File: src/rtl/irrigation_valve_sequencer.sv
// Moore valve sequencer: sprinkler / drip / sprinkler-then-drip runs timed by a tick prescaler, then a holdoff.
// Optional IRR_RUN_COUNTER_EN adds a saturating run_count of completed runs.
module irrigation_valve_sequencer #(
   parameter int TICK_DIV   = 1000,
   parameter int SPR_TICKS  = 30,
   parameter int MIX_TICKS  = 22,
   parameter int DRIP_TICKS = 60,
   parameter int HOLD_TICKS = 10
) (
   input  logic       clk,
   input  logic       rst_n,
   input  logic [2:0] type_of_irrigation_state,
   input  logic       water_ok,
   input  logic       fault_clr,
   output logic       sprinkler_valve,
   output logic       drip_valve,
   output logic       pump_on,
   output logic       busy,
   output logic       error
`ifdef IRR_RUN_COUNTER_EN
   ,
   output logic [7:0] run_count
`endif
);

   localparam int MAX_A = (SPR_TICKS > MIX_TICKS) ? SPR_TICKS : MIX_TICKS;
   localparam int MAX_B = (DRIP_TICKS > HOLD_TICKS) ? DRIP_TICKS : HOLD_TICKS;
   localparam int MAX_T = (MAX_A > MAX_B) ? MAX_A : MAX_B;
   localparam int TW    = $clog2(MAX_T) + 1;
   localparam int PW    = $clog2(TICK_DIV) + 1;

   typedef enum logic [2:0] {
      IDLE, SPRINK, MIX_SPR, GAP, MIX_DRIP, DRIP, HOLD, FAULT
   } state_t;

   state_t          state, nxt;
   logic [PW-1:0]   presc;
   logic [TW-1:0]   tmr;
   logic [TW-1:0]   phase_last;
   logic            timed;
   logic            tick_done;
   logic            phase_done;
   logic            multi_hot;

   assign multi_hot  = |(type_of_irrigation_state & (type_of_irrigation_state - 3'd1));
   assign tick_done  = (presc == PW'(TICK_DIV - 1));
   assign phase_done = tick_done && (tmr == phase_last);

   always_ff @(posedge clk or negedge rst_n) begin
      if (!rst_n) begin
         state <= IDLE;
      end else begin
         state <= nxt;
      end
   end

   // Counters restart on every state entry and only run inside timed phases, so they never wrap.
   always_ff @(posedge clk or negedge rst_n) begin
      if (!rst_n) begin
         presc <= '0;
         tmr   <= '0;
      end else if (nxt != state || !timed) begin
         presc <= '0;
         tmr   <= '0;
      end else if (tick_done) begin
         presc <= '0;
         tmr   <= tmr + TW'(1);
      end else begin
         presc <= presc + PW'(1);
      end
   end

   always_comb begin
      nxt        = state;
      timed      = 1'b0;
      phase_last = '0;
      case (state)
         IDLE: begin
            if (type_of_irrigation_state != 3'b000) begin
               if (!water_ok || multi_hot) begin
                  nxt = FAULT;
               end else if (type_of_irrigation_state == 3'b100) begin
                  nxt = SPRINK;
               end else if (type_of_irrigation_state == 3'b010) begin
                  nxt = DRIP;
               end else begin
                  nxt = MIX_SPR;
               end
            end
         end
         SPRINK: begin
            timed      = 1'b1;
            phase_last = TW'(SPR_TICKS - 1);
            if (!water_ok)       nxt = FAULT;
            else if (phase_done) nxt = HOLD;
         end
         MIX_SPR: begin
            timed      = 1'b1;
            phase_last = TW'(MIX_TICKS - 1);
            if (!water_ok)       nxt = FAULT;
            else if (phase_done) nxt = GAP;
         end
         GAP: begin
            if (!water_ok) nxt = FAULT;
            else           nxt = MIX_DRIP;
         end
         MIX_DRIP, DRIP: begin
            timed      = 1'b1;
            phase_last = TW'(DRIP_TICKS - 1);
            if (!water_ok)       nxt = FAULT;
            else if (phase_done) nxt = HOLD;
         end
         HOLD: begin
            timed      = 1'b1;
            phase_last = TW'(HOLD_TICKS - 1);
            if (phase_done) nxt = IDLE;
         end
         FAULT: begin
            if (fault_clr && water_ok) nxt = IDLE;
         end
         default: nxt = IDLE;
      endcase
   end

   always_comb begin
      sprinkler_valve = 1'b0;
      drip_valve      = 1'b0;
      busy            = 1'b0;
      error           = 1'b0;
      case (state)
         SPRINK, MIX_SPR: begin
            sprinkler_valve = 1'b1;
            busy            = 1'b1;
         end
         MIX_DRIP, DRIP: begin
            drip_valve = 1'b1;
            busy       = 1'b1;
         end
         GAP, HOLD: busy  = 1'b1;
         FAULT:     error = 1'b1;
         default: ;
      endcase
   end

   assign pump_on = sprinkler_valve | drip_valve;

`ifdef IRR_RUN_COUNTER_EN
   always_ff @(posedge clk or negedge rst_n) begin
      if (!rst_n) begin
         run_count <= 8'd0;
      end else if (nxt == HOLD && state != HOLD && run_count != 8'hFF) begin
         run_count <= run_count + 8'd1;
      end
   end
`endif

endmodule

File: config.mk
export PLATFORM = sky130hd
export DESIGN_NAME = irrigation_valve_sequencer
export DESIGN_NICKNAME = d
export VERILOG_FILES = /design/src/rtl/irrigation_valve_sequencer.sv
export SDC_FILE = /design/constraint.sdc
export NUM_CORES = 1
export LEC_CHECK = 0
export CAP_MARGIN = 40
export CORE_ASPECT_RATIO = 2
export CORE_MARGIN = 2
export CORE_UTILIZATION = 45
export DETAILED_ROUTE_END_ITERATION = 10
export PLACE_DENSITY = 0.71
export SLEW_MARGIN = 15
export SYNTH_ARGS = -nofsm -noshare
export SYNTH_HDL_FRONTEND = slang
export SYNTH_SLANG_ARGS = --single-unit
File: constraint.sdc
create_clock -name clk -period 1.9 [get_ports clk]
set_input_delay 0.57 -clock clk [delete_from_list [all_inputs] [get_ports clk]]
set_output_delay 0.57 -clock clk [all_outputs]
set_load 0.005 [all_outputs]
Word-level counts from Yosys, hierarchy flattened:

Cells that the tools add are included.

* bitwise gates (word level): 2
* add/sub/neg operators: 3
* equal/unequal tests: 12
* reduce and logical (&&, ||, !) cells: 15
* mux-type cells: 22

Operator list (count)
* $mux W3: 10
* $pmux W6 S4: 1
* $mux W11: 2
* $pmux W3 S6: 1
* $eq A3 B3 Y1 const B: 5
* $mux W7: 2
* $add A11 B1 Y11 const B: 1
* $eq A11 B10 Y1 const B: 1
* $eq A3 B2 Y1 const B: 3
* $add A7 B1 Y7 const B: 1
* $eq A7 B7 Y1: 1
* $reduce_or A3 Y1: 2
* $reduce_or A6 Y1: 1
* $mux W1: 5
* $reduce_or A5 Y1: 1
* $reduce_or A2 Y1: 2
* $and A3 B3 Y3: 1
* $eq A3 B1 Y1 const B: 1
* $logic_not A3 Y1: 1
* $ne A3 B3 Y1: 1
* $reduce_bool A3 Y1: 1
* $sub A3 B1 Y3 const B: 1
* $logic_and A1 B1 Y1: 2
* $logic_not A1 Y1: 2
* other kinds (4): 5

* bits in registers: 21
* output and inout bits: 5
* bits of input ports: 7
* logic and storage cells: 57

Depth between registers and ports, before layout:

Gate-level depths: netlist of the first run.

* depth after elaboration: 11
* depth in mapped cells: 7
* mapped depth without buffers: 6

Worst setup path before layout of the first run:

OpenSTA, ideal clock, no wires.

* path kind: register -> register
* from: reg presc[0]
* to: reg state[0]
* required time: 1.778 ns
* data arrival time: 1.708 ns
* setup time: 0.122 ns
* cell stages (with the launch flop): 7
* buffers on the path: 0
* period minus slack after synthesis: 1.829 ns
* setup slack: 0.071 ns
* cells stage by stage: dfrtp_1 -> ha_1 -> nand4b_1 -> nor4_4 -> o2111a_2 -> o211ai_1 -> a32o_1

* word-level cells in the longest chain between the ends: 5
* elaborated cells between the ends (all ways): 8
* those cells by class: eq/ne (1); mux (6); reduce/logical (1)

Ends and longest elaborated chain
* start, declared: RTL line 37 `logic [PW-1:0] presc;`
* start signal, assigned: RTL line 69 `presc <= presc + PW'(1);`
* $eq A11 B10 Y1 *: RTL line 46 `assign tick_done = (presc == PW'(TICK_DIV - 1));`
* $logic_and A1 B1 Y1 *: RTL line 47 `assign phase_done = tick_done && (tmr == phase_last);`
* $mux W3 (on tied branches): RTL line 95, 111, 101
* $mux W3 (on tied branches): RTL line 110, 100
* $pmux W3 S6 *: RTL line 77 `case (state)`
* named net nxt[0]: RTL line 36 `state_t state, nxt;`
* end signal, assigned: RTL line 53 `state <= nxt;`
* end, declared: RTL line 36

Mark *: on every way through the listed nets, which the timed path passes. The rest lies on a longest branch.
A chain may end at the register's enable or synchronous reset.

Final worst setup path of the first run:

* from: reg presc[1]
* to: reg tmr[6]

* word-level cells in the longest chain between the ends: 8
* elaborated cells between the ends (all ways): 12
* those cells by class: eq/ne (2); mux (7); reduce/logical (3)

Ends and longest elaborated chain
* $eq A11 B10 Y1 *: RTL line 46
* $logic_and A1 B1 Y1: RTL line 47
* $mux W3 (on tied branches): RTL line 95, 111, 101
* $mux W3 (on tied branches): RTL line 110, 100
* $pmux W3 S6: RTL line 77
* $ne A3 B3 Y1: RTL line 62 `end else if (nxt != state || !timed) begin`
* $logic_or A1 B1 Y1: RTL line 62
* $mux W7 or $reduce_bool A2 Y1 (tied branches)
* end signal, assigned: RTL line 67 `tmr <= tmr + TW'(1);`
* end, declared: RTL line 38 `logic [TW-1:0] tmr;`

Mark *: on every way between the ends. The rest lies on a longest branch, timed or not.

==> results.yml, run 1 <==
run_status:
  status: "finished, violations left"
  violations: "setup timing"
finish:
  drive_above_1_share_pct: 41.1
  final_net_count: 207
  antenna_cells: 0
  final_util_pct: 66.7
  area_delta_synth_final_pct: 41.5
critical_path:
  crit_chain: "ha_2 > nand4b_1 > nor4_4 > buf_4 > nand4_1 > or3_4 > a21oi_2"
  r2r-start: "presc[1]"
  startpoint: "presc[1]"
  worstSetupPathType: "flip-flop to flip-flop"
  cp_num_buf_inv: 1
  crit_family: "simple AND/OR/NAND/NOR gates"
  crit_fanout: 4
  critPathMaxStageDelay_ns: 0.38
  critPathLaunchType: "flip-flop"
  crit_required_ns: 2.09
  slowest_stage: "dfrtp_1"
  cp-end-kind: "flip-flop"
  arrival_ns: 2.22
route:
  ant_nets: 0
  wirelength_met1_mm: 1.35
  drc_errors: 0
  wl_met2_mm: 2.17
  dr.pass1.iters: 4
  vias: 1313
  totalWireLength_mm: 3.77
  dr.max_layer_used: "met4"
  drt-vias-per-instance: 5.78
  avgRoutedWirePerCell_um: 16.6
  dr_wl_met3_um: 107
  drtIter0Drc: 47
pwr:
  peakVddDrop_uv: 919
  switchingPower_w: 0.000839
  power_density_nw_per_um2: 1120
  totalPowerFinal_w: 0.00220
  internal_power_w: 0.00137
  pwr-share-seq_pct: 25.0
  power_frac_comb_pct: 61.5
  power.leakage_nw: 0.891
  switching_share_pct: 38.1
  clkPwrFrac_pct: 13.5
floorplan:
  rows: 28
  boundaryPins: 12
  dieArea_sq_um: 3570
  dieHeight_um: 82.5
  die_w_um: 43.3
  initial_core_util_pct: 47.2
  core_sq_um: 2940
clock_tree:
  path_clk_slew_ns: 0.08
  numCtsBuffers: 3
  root_buffer: "clkbuf_8"
  cts_num_sinks: 21
  cts_buffer_depth: 2
  clock_latency_ns: 0.27
  htreeDepth: 1
  cts_tree: "done"
sta:
  finalWorstSetupSlack_ns: -0.130
  period_share_pct: 107
  worst_pin_slew_ns: 0.327
  setup_viol: 16
  slew_headroom_pct: 78.0
  rsz0062_at_grt: "true"
  skew_ns: 0.00537
  slew_violations: 0
  finalHoldViolCount: 0
  fmax_ghz: 0.493
  min_period_ns: 2.03
yosys:
  ys.flop_type: "dfrtp_1"
  yosysTopAreaCell: "dfrtp_1"
  synthCells: 148
  synth_top_area_share_pct: 37.9
  synth_edf_count: 0
  yosys-top-cells-count: "24 x nor2_1, 21 x dfrtp_1"
  synth_nets: 157
  yosysMostFrequentCell: "nor2_1"
  synth_cell_type_count: 49
  ys_seq_area_share_pct: 37.9
  syn_avg_cell_area_sq_um: 9.38
  yosys_warnings: 0
  synthArstFlopShare_pct: 100
  synthTopCellsByArea: "dfrtp_1 38%, nor2_1 6.5%, xnor2_1 5.0%"
  ys_ff_latch: 21
  netlist_area_sq_um: 1390
grt:
  grt_pass1_vias: 1360
  grt.total_usage_pct: 23.1
  grt_first_pass_wirelength_mm: 6.12
  overflow: 0
  antenna_found_initial: 0
  grt_max_degree: 22
place:
  dp_hpwl_mm: 2.36
  io_buffers: 11
  gp_congestion: 0.966
  pre_cts_ws_ns: -0.187
flow_run:
  cap_violations: 0
min_path:
  hold_start: "presc[0]"
  worst_hold_path_type: "flip-flop to flip-flop"
==> through the flow <==
step | hold WS, ns | instances | TNS [ns] | area [sq um]
finish | 0.548 | 227 | -1.42 | 1960
floorplan | 0.274 | 148 | 0 | 1390
global placement | 0.519 | 204 | -1.44 | 1660
detailed placement | 0.534 | 204 | -2.37 | 1660
CTS | 0.549 | 221 | -0.333 | 1900
global route | 0.562 | 227 | -2.50 | 1960
==> cell usage in the layout (no fill, tap or decap), drive strengths merged, types with 3 or more instances in the layout <==
master / n
a21oi: 5
and3: 7
buf: 43
clkbuf: 4
clkdlybuf4s50: 6
dfrtp: 21
inv: 6
nand2: 8
nand3: 8
nand4: 4
nor2: 24
nor4: 3
o21ai: 7
xnor2: 8
xor2: 8
==> power by group through the flow <==
stage	registers, W	clock network [W]	logic (W)
2_1_floorplan	0.000544	0	0.000555
3_3_place_gp	0.000554	0	0.000884
3_5_place_dp	0.000556	0	0.000913
4_1_cts	0.000545	0.000304	0.00127
5_1_grt	0.000557	0.000316	0.00144
6_report	0.000551	0.000298	0.00136
==> worst paths after layout <==
path,end,slack [ns],cells after the start
setup reg to reg,tmr[6],-0.13,7
hold reg to reg,presc[0],0.55,2
hold / removal,presc[0],0.55,2
min in group asynchronous,tmr[6],0.65,2
setup / recovery,tmr[6],-0.13,7
max in group asynchronous,presc[6],1.03,2
==> worst min-delay path, cell delays in order, from the launching register on <==
cell and delay [ns]:
dfrtp_1 0.36, buf_4 0.12, nor2_1 0.04
==> cell families after synthesis <==
logic type / after synthesis / share of synthesized area, %
and+or+nand+nor: 67 / 28.2
AOI/OAI and AO/OA: 24 / 13.6
DFF: 21 / 37.9
xor gates and xnor gates: 16 / 10.1
buffers and inverters: 13 / 4.69
adders and majority gates: 4 / 3.25
muxes: 3 / 2.25
==> final cells by class <==
cell class	instances	area, sq um
Clock inverter	1	5.00
Inverter	6	22.5
Multi-Input combinational cell	115	905
Clock buffer	3	41.3
Tap cell	30	37.5
Sequential cell	21	526
Timing Repair Buffer	51	427
Fill cell	234	980
==> routing by layer <==
| layer | vias to the layer above | GRT usage [%] |
|---|---|---|
| li1 | 619 | - |
| met1 | 645 | 23.5 |
| met2 | 35 | 42.7 |
| met3 | 14 | 3.70 |
| met4 | 0 | 13.3 |
| met5 | - | 0 |
==> what timing repair did <==
item,4_1_cts,5_1_grt
gates resized for setup,38,12
setup endpoints to repair,18,25
setup buffers,13,6
hold buffers,0,0
cloned,1,0
pin swaps,16,4
==> sequential cells by signal, indices dropped and copies added, names as in the netlist <==
name,flops
presc,11
state,3
tmr,7
Note: power is estimated with default switching activity, not from simulation.
==> run 2, diff against run 1 <==
Settings changed: GPL_ROUTABILITY_DRIVEN set to 0.
==> results.yml, run 2 (synthesis results as in run 1) <==
route:
  drc_errors: 0
  avgRoutedWirePerCell_um: 15.8
  drt-vias-per-instance: 5.68
  vias: 1244
  dr.pass1.iters: 4
  ant_nets: 0
  totalWireLength_mm: 3.46
  drtIter0Drc: 25
critical_path:
  path_depth: 8
  r2r-start: "state[2]"
  crit_fanout: 7
  cpMostUsedCell: "buf_4"
  cp_num_buf_inv: 3
  crit_chain: "buf_4 > or2_4 > buf_6 > and3_4 > o2111a_2 > buf_4 > a21bo_4 > a21oi_2"
  crit_family: "compound AO/OA/AOI/OAI gates"
  arrival_ns: 2.21
  rrSetupSlack_ns: -0.12
  rr_worst_depth: 8
  rr_endpoint: "tmr[6]"
  critPathMaxStageDelay_ns: 0.45
  worstSetupPathType: "flip-flop to flip-flop"
  cp-end-kind: "flip-flop"
  slowest_stage: "dfrtp_1"
  critPathLaunchType: "flip-flop"
  crit_required_ns: 2.09
clock_tree:
  htreeDepth: 1
  path_clk_slew_ns: 0.08
  root_buffer: "clkbuf_8"
  cts_tree: "done"
  cts_buffer_depth: 2
  clock_latency_ns: 0.27
  numCtsBuffers: 3
  cts_num_sinks: 21
min_path:
  hold_start: "presc[0]"
  whs_path_depth: 2
  holdPathEnd: "presc[0]"
  worst_hold_path_type: "flip-flop to flip-flop"
sta:
  period_share_pct: 106
  min_period_ns: 2.02
  worst_pin_slew_ns: 0.336
  slew_headroom_pct: 77.6
  rsz0062_at_grt: "true"
  finalWorstSetupSlack_ns: -0.116
  finalHoldViolCount: 0
  tns_ns: -1.34
  setup_viol: 16
  slew_violations: 0
  skew_ns: 0.0125
  fmax_ghz: 0.496
floorplan:
  initial_core_util_pct: 47.2
  rows: 28
  die_w_um: 43.3
  core_sq_um: 2940
  dieArea_sq_um: 3570
  boundaryPins: 12
  dieHeight_um: 82.5
pwr:
  totalPowerFinal_w: 0.00206
  power.leakage_nw: 0.854
  power_density_nw_per_um2: 1090
  peakVddDrop_uv: 582
flow_run:
  cap_violations: 0
grt:
  grt_first_pass_wirelength_mm: 5.69
  grt_max_degree: 22
  overflow: 0
  grt_pass1_vias: 1276
  grt.total_usage_pct: 21.2
  antenna_found_initial: 0
run_status:
  violations: "setup timing"
  status: "finished, violations left"
finish:
  largest_reg_flops: 11
  final_cell_mix: "26 x buf_4, 21 x dfrtp_1, 18 x nor2_1"
  antenna_cells: 0
  final_common_cell: "buf_4"
  drive_above_1_share_pct: 39.2
  area_delta_synth_final_pct: 35.9
  reg_top3: "presc (11), tmr (7), state (3)"
  regMostFlops: "presc"
  final_net_count: 199
  fin_cells: 219
place:
  dp_hpwl_mm: 2.44
  io_buffers: 11
  dp.cells: 203
## run 2: cell count changes in the layout (fill, tap and decap cells not counted), sizes merged
cell | previous run | this run
buf | 43 | 35
clkdlybuf4s15 | 0 | 1
dlygate4sd2 | 1 | 0
## run 2: cell type report
cell class | count | area (sq um)
timing repair buffer | 43 | 353
clock inverter | 1 | 5.00
clock buffer | 3 | 41.3
fill | 246 | 1060
tap | 30 | 37.5
multi-input combinational | 115 | 901
sequential | 21 | 526
inverter | 6 | 22.5
## run 2: report_power, final
group | total [W] | switching [W] | internal, W
logic | 0.00122 | 0.000594 | 0.000622
clock network | 0.000295 | 0.000148 | 0.000146
registers | 0.000551 | 0.0000544 | 0.000497
## run 2: worst register-to-register path, delay by kind of cell, from the launching register on
family,cells,cell delay [ns]
buffers and inverters,3,0.45
AND/OR/NAND/NOR,2,0.41
flip-flops,1,0.45
AO/OA/AOI/OAI,3,0.64
## run 2: per-stage QoR
stage	utilization (%)	hold slack, ns	setup WS (ns)	area, sq um
after floorplan	-	0.274	0.0708	1390
final	64.1	0.558	-0.116	1890
after detailed placement	56.1	0.548	-0.192	1650
after global routing	64.1	0.586	-0.171	1890
after global placement	56.1	0.519	-0.119	1650
after CTS	61.7	0.562	-0.0969	1820
## run 2: layer usage
| layer | track usage, % | vias to the layer above | wire length [um] |
|---|---|---|---|
| met5 | 0 | - | 0 |
| met4 | 9.09 | 0 | 92 |
| met3 | 3.48 | 11 | 100 |
| met2 | 40.7 | 28 | 2000 |
| met1 | 21.5 | 601 | 1270 |
| li1 | - | 604 | - |
## run 2: worst max path at each step
stage | startpoint | end | slack [ns]
floorplan | presc[0] | state[0] | 0.07
detailed placement | water_ok | state[1] | -0.19
global route | state[2] | state[2] | -0.17
CTS | state[2] | busy | -0.1
global placement | water_ok | state[1] | -0.12
finish | state[2] | tmr[6] | -0.12
## run 2: what timing repair did
item                                    CTS  global route
hold buffers                              0             0
pin swaps                                15             4
buffers inserted                          8             5
resized for setup                        28            19
endpoints found under the setup margin   18            25
cloned                                    1             0
